`config.mk`:
```
export PLATFORM = sky130hd
export DESIGN_NAME = sliscp_perm_ctrl
export DESIGN_NICKNAME = d
export VERILOG_FILES = /design/src/rtl/sliscp_perm_ctrl.sv
export SDC_FILE = /design/constraint.sdc
export NUM_CORES = 1
export LEC_CHECK = 0
export CAP_MARGIN = 10
export CELL_PAD_IN_SITES_DETAIL_PLACEMENT = 1
export CELL_PAD_IN_SITES_GLOBAL_PLACEMENT = 2
export CORE_AREA = 10 10 306 308
export CTS_BUF_LIST = sky130_fd_sc_hd__clkbuf_16
export CTS_CLUSTER_SIZE = 30
export DETAILED_ROUTE_END_ITERATION = 10
export DIE_AREA = 0 0 316 318
export PLACE_DENSITY = 0.64
export SLEW_MARGIN = 10
export SYNTH_ARGS = -nofsm -noshare
export SYNTH_HDL_FRONTEND = slang
export SYNTH_SLANG_ARGS = --single-unit
```
`constraint.sdc`:
```
create_clock -name clk -period 14.35 [get_ports clk]
set_clock_uncertainty 0.15 [all_clocks]
set_input_delay 1.435 -clock clk [delete_from_list [all_inputs] [get_ports clk]]
set_output_delay 1.435 -clock clk [all_outputs]
set_load 0.05 [all_outputs]
```
`src/rtl/sliscp_perm_ctrl.sv`:
```
// sLiSCP-light permutation controller: sequences NUM_STEPS calls of an external step datapath.
// Optional cycle counter output perf_cycles is built when SLISCP_PERF_CNT_EN is defined.
module sliscp_perm_ctrl #(
    parameter int unsigned WIDTH     = 48,
    parameter int unsigned NUM_STEPS = 18
) (
    input  logic                 clk,
    input  logic                 rst,
    input  logic                 start,
    input  logic [4*WIDTH-1:0]   state_in,
    output logic                 ready,
    output logic                 busy,
    output logic                 done,
    output logic [4*WIDTH-1:0]   state_out,
    output logic [4*WIDTH-1:0]   step_sin,
    output logic                 step_en_rnd_ctr,
    input  logic                 step_rnd_done,
    input  logic [4*WIDTH-1:0]   step_sout,
    output logic [7:0]           rc0,
    output logic [7:0]           rc1,
    output logic [7:0]           sc0,
    output logic [7:0]           sc1,
    output logic [4:0]           step_idx
`ifdef SLISCP_PERF_CNT_EN
    ,
    output logic [15:0]          perf_cycles
`endif
);

    typedef enum logic [1:0] {
        S_IDLE = 2'd0,
        S_RUN  = 2'd1,
        S_DONE = 2'd2
    } fsm_t;

    localparam logic [4:0] LP_LAST = 5'(NUM_STEPS - 1);

    fsm_t                 r_fsm;
    fsm_t                 w_fsm_nxt;
    logic [4*WIDTH-1:0]   r_state;
    logic [4:0]           r_step_idx;
    logic                 w_capture;
    logic                 w_step_load;
    logic                 w_idx_inc;
    logic [31:0]          w_rom;

    always_ff @(posedge clk or posedge rst) begin
        if (rst) begin
            r_fsm <= S_IDLE;
        end else begin
            r_fsm <= w_fsm_nxt;
        end
    end

    always_comb begin
        w_fsm_nxt       = r_fsm;
        w_capture       = 1'b0;
        w_step_load     = 1'b0;
        w_idx_inc       = 1'b0;
        ready           = 1'b0;
        busy            = 1'b0;
        done            = 1'b0;
        step_en_rnd_ctr = 1'b0;
        unique case (r_fsm)
            S_IDLE: begin
                ready = 1'b1;
                if (start) begin
                    w_capture = 1'b1;
                    w_fsm_nxt = S_RUN;
                end
            end
            S_RUN: begin
                busy            = 1'b1;
                step_en_rnd_ctr = 1'b1;
                if (step_rnd_done) begin
                    w_step_load = 1'b1;
                    if (r_step_idx == LP_LAST) begin
                        w_fsm_nxt = S_DONE;
                    end else begin
                        w_idx_inc = 1'b1;
                    end
                end
            end
            S_DONE: begin
                done      = 1'b1;
                w_fsm_nxt = S_IDLE;
            end
            default: begin
                w_fsm_nxt = S_IDLE;
            end
        endcase
    end

    always_ff @(posedge clk or posedge rst) begin
        if (rst) begin
            r_state    <= '0;
            r_step_idx <= '0;
        end else if (w_capture) begin
            r_state    <= state_in;
            r_step_idx <= '0;
        end else if (w_step_load) begin
            r_state <= step_sout;
            if (w_idx_inc) begin
                r_step_idx <= r_step_idx + 5'd1;
            end
        end
    end

    // Entries are {rc0, rc1, sc0, sc1}; all constants are 6-bit values.
    always_comb begin
        w_rom = '0;
        case (r_step_idx)
            5'd0:  w_rom = 32'h07_27_08_29;
            5'd1:  w_rom = 32'h04_34_0c_1d;
            5'd2:  w_rom = 32'h06_2e_0a_33;
            5'd3:  w_rom = 32'h25_19_2f_2a;
            5'd4:  w_rom = 32'h17_35_38_1f;
            5'd5:  w_rom = 32'h1c_0f_24_10;
            5'd6:  w_rom = 32'h12_08_36_18;
            5'd7:  w_rom = 32'h3b_0c_0d_14;
            5'd8:  w_rom = 32'h26_0a_2b_1e;
            5'd9:  w_rom = 32'h15_2f_3e_31;
            5'd10: w_rom = 32'h3f_38_01_09;
            5'd11: w_rom = 32'h20_24_21_2d;
            5'd12: w_rom = 32'h30_36_11_1b;
            5'd13: w_rom = 32'h28_0d_39_3f;
            5'd14: w_rom = 32'h3c_2b_05_3c;
            5'd15: w_rom = 32'h22_3e_27_26;
            5'd16: w_rom = 32'h13_01_1d_12;
            5'd17: w_rom = 32'h1a_21_3d_2d;
            default: w_rom = '0;
        endcase
        if (r_step_idx > LP_LAST) begin
            w_rom = '0;
        end
    end

    assign rc0       = {2'b00, w_rom[29:24]};
    assign rc1       = {2'b00, w_rom[21:16]};
    assign sc0       = {2'b00, w_rom[13:8]};
    assign sc1       = {2'b00, w_rom[5:0]};
    assign state_out = r_state;
    assign step_sin  = r_state;
    assign step_idx  = r_step_idx;

`ifdef SLISCP_PERF_CNT_EN
    logic [15:0] r_perf;

    always_ff @(posedge clk or posedge rst) begin
        if (rst) begin
            r_perf <= '0;
        end else if (w_capture) begin
            r_perf <= '0;
        end else if (busy && (r_perf != '1)) begin
            r_perf <= r_perf + 16'd1;
        end
    end

    assign perf_cycles = r_perf;
`endif

endmodule

```
# == After elaboration in Yosys (flattened, before gate mapping) ==
# Memories as Yosys holds them, arrays and structs flattened.
# Cells that the tools add are included.
# classes
eq_ne,6
addsub,1
n_lt_le_gt_ge,1
n_mux,20
n_reduce_logical,5
# op_table
cell,count
$mux W192,2
$mux W30,1
$mux W5,3
$mux W1,10
$mux W2,3
$ne A2 B2 Y1 const B,3
$add A5 B1 Y5 const B,1
$eq A5 B5 Y1 const B,1
$gt A5 B5 Y1 const B,1
$pmux W2 S2,1
$reduce_bool A2 Y1,2
$reduce_and A3 Y1,1
$eq A2 B1 Y1 const B,1
$eq A2 B2 Y1 const B,1
$logic_not A2 Y1,1
$reduce_and A2 Y1,1
# totals
ff_bits,199
elab_cells,37
romBits,768
in_bits,388
memories,1
output_inout_bits,425
# mem_list
name,words,word_bits,rd,rd_ports_with_merged_regs,write_ports,line_no,source
(no name shown),32,24,1,0,0,112,case (r_step_idx)

# == Longest topological paths before layout ==
# logic_depth
depth_word,7
mapped_depth,7
depth_no_buf,5

# == Least setup slack after synthesis ==
# No wires, ideal clock.
# synth_path
path_type,register to output
startpoint,register r_step_idx[1] (netlist: step_idx[1])
endpoint,output port sc1[4]
arrival_ns,3.451
setup_slack_ns,9.314
required_ns,12.765
path_buffers,1
path_stages_with_launch,6
cell_sequence,dfrtp_1 -> clkbuf_1 -> inv_1 -> ha_1 -> nor2_1 -> o311ai_0
# synth_between
elab_chain_len,2
elab_cells_between_ends,3
cone_classes,order compare (1); mux (1); memory (1)
# synth_lines
item,line_no,source
start: declaration,41,logic [4:0] r_step_idx;
start signal: assignment,104,r_step_idx <= r_step_idx + 5'd1;
$mem_v2 Z32 W24 or $gt A5 B5 Y1 (tied branches),n/a,
$mux W30 *,133,if (r_step_idx > LP_LAST) begin
end: declaration,22,"output logic [7:0] sc1,"
# Mark *: on every way between the ends. The rest lies on a longest branch, timed or not.

# == Final worst setup path ==
# layout_path
startpoint,register r_step_idx[1] (netlist: step_idx[1])
endpoint,output port sc0[3]
# layout_between
elab_chain_len,2
elab_cells_between_ends,3
cone_classes,order compare (1); mux (1); memory (1)
# layout_lines
item,line_no,source
$mem_v2 Z32 W24 or $gt A5 B5 Y1 (tied branches),n/a,
$mux W30 *,133,
end: declaration,21,"output logic [7:0] sc0,"
# Marked as above.

==> run summary <==
The run finished with clean final reports. The maximum clock path buffer count is 2, and the DRC violation count after routing is 0. The top achievable clock speed is 0.181 GHz, and the shortest period the worst path allows is 5.54 ns.

Cells with a size suffix above 1 make up 27.6% of the layout. After the first detailed-routing iteration, the DRC count stood at 351. Routability-driven placement finished with a final weighted congestion of 0.777.

For the post-synthesis instance total, the log shows 990. The first global-routing pass estimated 87100 um of wire. The most instantiated flip-flop cell in the synthesis netlist is dfrtp_1.

For the number of pins with negative max-slew slack in the final report, the log shows 0. Type of the setup path with the least slack: flop to output port. The final layout contains routed wiring with a total length of 62800 um. Once detail routing completed, the nets flagged for antenna violations numbered 0. Summing every instance area after synthesis gives 12900 sq um. For the number of antenna violations at the first check in global routing, the log shows 18. The number of buffers inserted for hold repair after clock tree synthesis is 0.

Sequential cells were found to cover 38.5% of the synthesized design area. The pre-antenna-repair detailed-routing pass consisted of 4 iterations. The portion of the clock cycle consumed by the worst path in the final layout came out at 38.6%. Using the TritonRoute via totals, the vias-per-cell ratio works out to 3.59.

Entering global routing, the biggest net connects 73 pins. Yosys printed 0 warnings. After clock tree synthesis, the setup repair step added 0 buffers. In this run the register-to-register setup slack is 11.12 ns. After clock tree synthesis, the clock-pin slew on the worst setup and hold paths is 0.07 ns. The non-filler instance count after layout is 2759, and the maximum vdd ir drop is 0.160 mV.

The core region is 87700 sq um. The die covers 100000 sq um. The number of different library cells in the post-synthesis netlist was 53. Setup violations remaining at the end of the flow were counted as 0. For the final routed database, the setup TNS stands at 0 ns.

For the pin with the worst max-slew slack, the measured transition is 1.16 ns. The count of buffers added on input and output ports is 804. Counting flops with a built-in enable in the synthesized netlist gives 0. Setup repair after global routing left no endpoint under its margin. The tools report the hold violation count in the final report as 0. In the layout the commonest cells are clkdlybuf4s50_1, mux2_4, dfrtp_1. Of all flip-flops after synthesis, the portion carrying an async set or reset was 100%. Most common cell after layout, fill and taps aside: clkdlybuf4s50_1.

Number of flip-flops and latches in the synthesized netlist: 199. The worst setup path is launched from a flop. The data arrival at the endpoint of the critical path is 3.95 ns, and the headroom to the max-slew limit is 21.9%. The wire-length estimate of the detail-placed layout is 51400 um. Along the worst path, the maximum fanout reaches 18. The net count of the finished layout is 1970. During I/O placement, the number of pins put on the boundary was 813.

Vertical extent of the die: 318 um. In this run, CTS created clock tree buffers numbering 17. Across all layers, the routed design uses 9918 vias. The placed instance count was 2720; the number of placement rows was 109.

Counting the fill cells in the layout gives 9808. The ratio of total power to cell area is 249 nW/um^2, and the count of clock tree sinks is 199. X dimension of the die: 316 um.

At the later pin of the worst-skew pair, clock insertion delay measures 0.49 ns. TritonCTS built the clock tree. Summed over all layers, the global routing overflow is 0.

The worst hold path belongs to the class flop to flop. The analysis attributes to cell leakage a power of 8.41 nW. The logs give 0 for the number of gates resized after cts and 14.8% for the effective utilization at floorplan.

The number of global-route vias before repair was 11200; the layout overhead on the synthesized area was 64.3%. Across the run, the number of max-cap violations was 0. STA classifies the critical path endpoint as an output port. The average instance in the mapped netlist occupies 13.1 sq um. The cell sitting at the root of the clock tree is a clkbuf_16. STA puts the critical path data required time at 12.77 ns. Mean routed wirelength per cell: 22.8 um. The H-tree generated during clock tree synthesis spans 4 levels. The total track usage came out at 11.9%.
-- registers in the layout, summed over array words and instances (netlist names) --
signal and flops:
r_fsm 2, state_out 192, step_idx 5
-- critical path: stages (launching register included) --
cell and delay, ns:
dfrtp_1 0.59, inv_1 0.26, ha_1 0.41, nor2b_1 0.13
o41ai_1 0.94, a21boi_0 0.29, clkdlybuf4s50_1 0.85
-- layer usage --
layer	vias to the layer above	share of wire, %	track usage (%)
li1	4432	-	-
met1	4979	38	12.7
met3	44	8.6	4.50
met4	4	1.4	2.79
met2	459	52	21.8
met5	-	0.037	0
-- final cells by class --
class / instances / area (sq um) / area share [%]
Timing Repair Buffer: 817 / 8150 / 38.3
Multi-Input combinational cell: 531 / 6030 / 28.4
Sequential cell: 199 / 4980 / 23.4
Tap cell: 1165 / 1460 / 6.86
Clock buffer: 17 / 425 / 2.00
Clock inverter: 15 / 159 / 0.748
Inverter: 8 / 37.5 / 0.177
Antenna cell: 7 / 17.5 / 0.0824
-- stage by stage --
stage               worst slack [ns]  utilization, %  instance area, sq um  hold WS [ns]  power, mW
global route                    8.48            24.2                 21200         0.415       5.51
floorplan                       7.34               -                 13000         0.492       3.72
finish                          8.81            24.2                 21300         0.387       5.29
detailed placement              9.28            23.6                 20700         0.376       4.83
global placement                9.40            23.6                 20700         0.362       4.82
CTS                             8.71            24.2                 21200         0.394       5.38
-- cells by family (layout without fill, tap and decap cells) --
logic type,count (synthesis),after routing,synth area share (%)
simple gates,68,68,2.90
other cells,1,15,0.0290
mux,387,387,39.6
compound gates,60,60,3.07
buf+inv,267,857,15.2
flops,199,199,38.5
fa+ha+maj,8,8,0.774
-- Yosys cell counts (2+ instances only) --
library cell	number	area share (%)
buf_4	203	12
mux2_4	200	23
dfrtp_1	199	38
mux2_2	184	16
buf_2	25	0.97
a21oi_1	18	0.70
nor2_1	15	0.44
clkbuf_1	12	0.35
buf_8	11	1.3
nand2_1	11	0.32
o21ai_0	11	0.43
ha_1	8	0.77
nand2b_1	8	0.39
inv_1	6	0.17
nand3_1	6	0.23
nor2b_1	5	0.24
nor3b_1	5	0.29
a211oi_1	4	0.23
buf_6	4	0.35
a31oi_1	3	0.15
clkbuf_4	3	0.17
nor3_1	3	0.12
o21a_1	3	0.17
o31a_1	3	0.20
o31ai_1	3	0.17
a31o_2	2	0.14
and2_1	2	0.097
and3b_1	2	0.14
clkinv_1	2	0.058
nand4_1	2	0.097
o2111ai_1	2	0.14
o311ai_0	2	0.14
or2_2	2	0.097
or3b_2	2	0.14
-- report_power, final --
part           switching, mW  internal [mW]
clock network          0.275          0.232
logic                   2.41           1.37
registers              0.241          0.766
total                   2.92           2.36
-- worst paths after layout --
| kind | from | end | cells after the start |
|---|---|---|---|
| setup reg to reg | r_fsm[0]$_DFFE_PP0P_ | state_out[27]$_DFFE_PP0P_ | 5 |
| hold reg to reg | state_out[46]$_DFFE_PP0P_ | state_out[46]$_DFFE_PP0P_ | 1 |
| min in group asynchronous | rst | state_out[34]$_DFFE_PP0P_ | 2 |
| setup / recovery | step_idx[1]$_DFFE_PP0P_ | sc0[3] | 6 |
| hold / removal | state_out[46]$_DFFE_PP0P_ | state_out[46]$_DFFE_PP0P_ | 1 |
| max in group asynchronous | rst | state_out[109]$_DFFE_PP0P_ | 3 |
No activity file was read; power rests on OpenSTA's default activity.
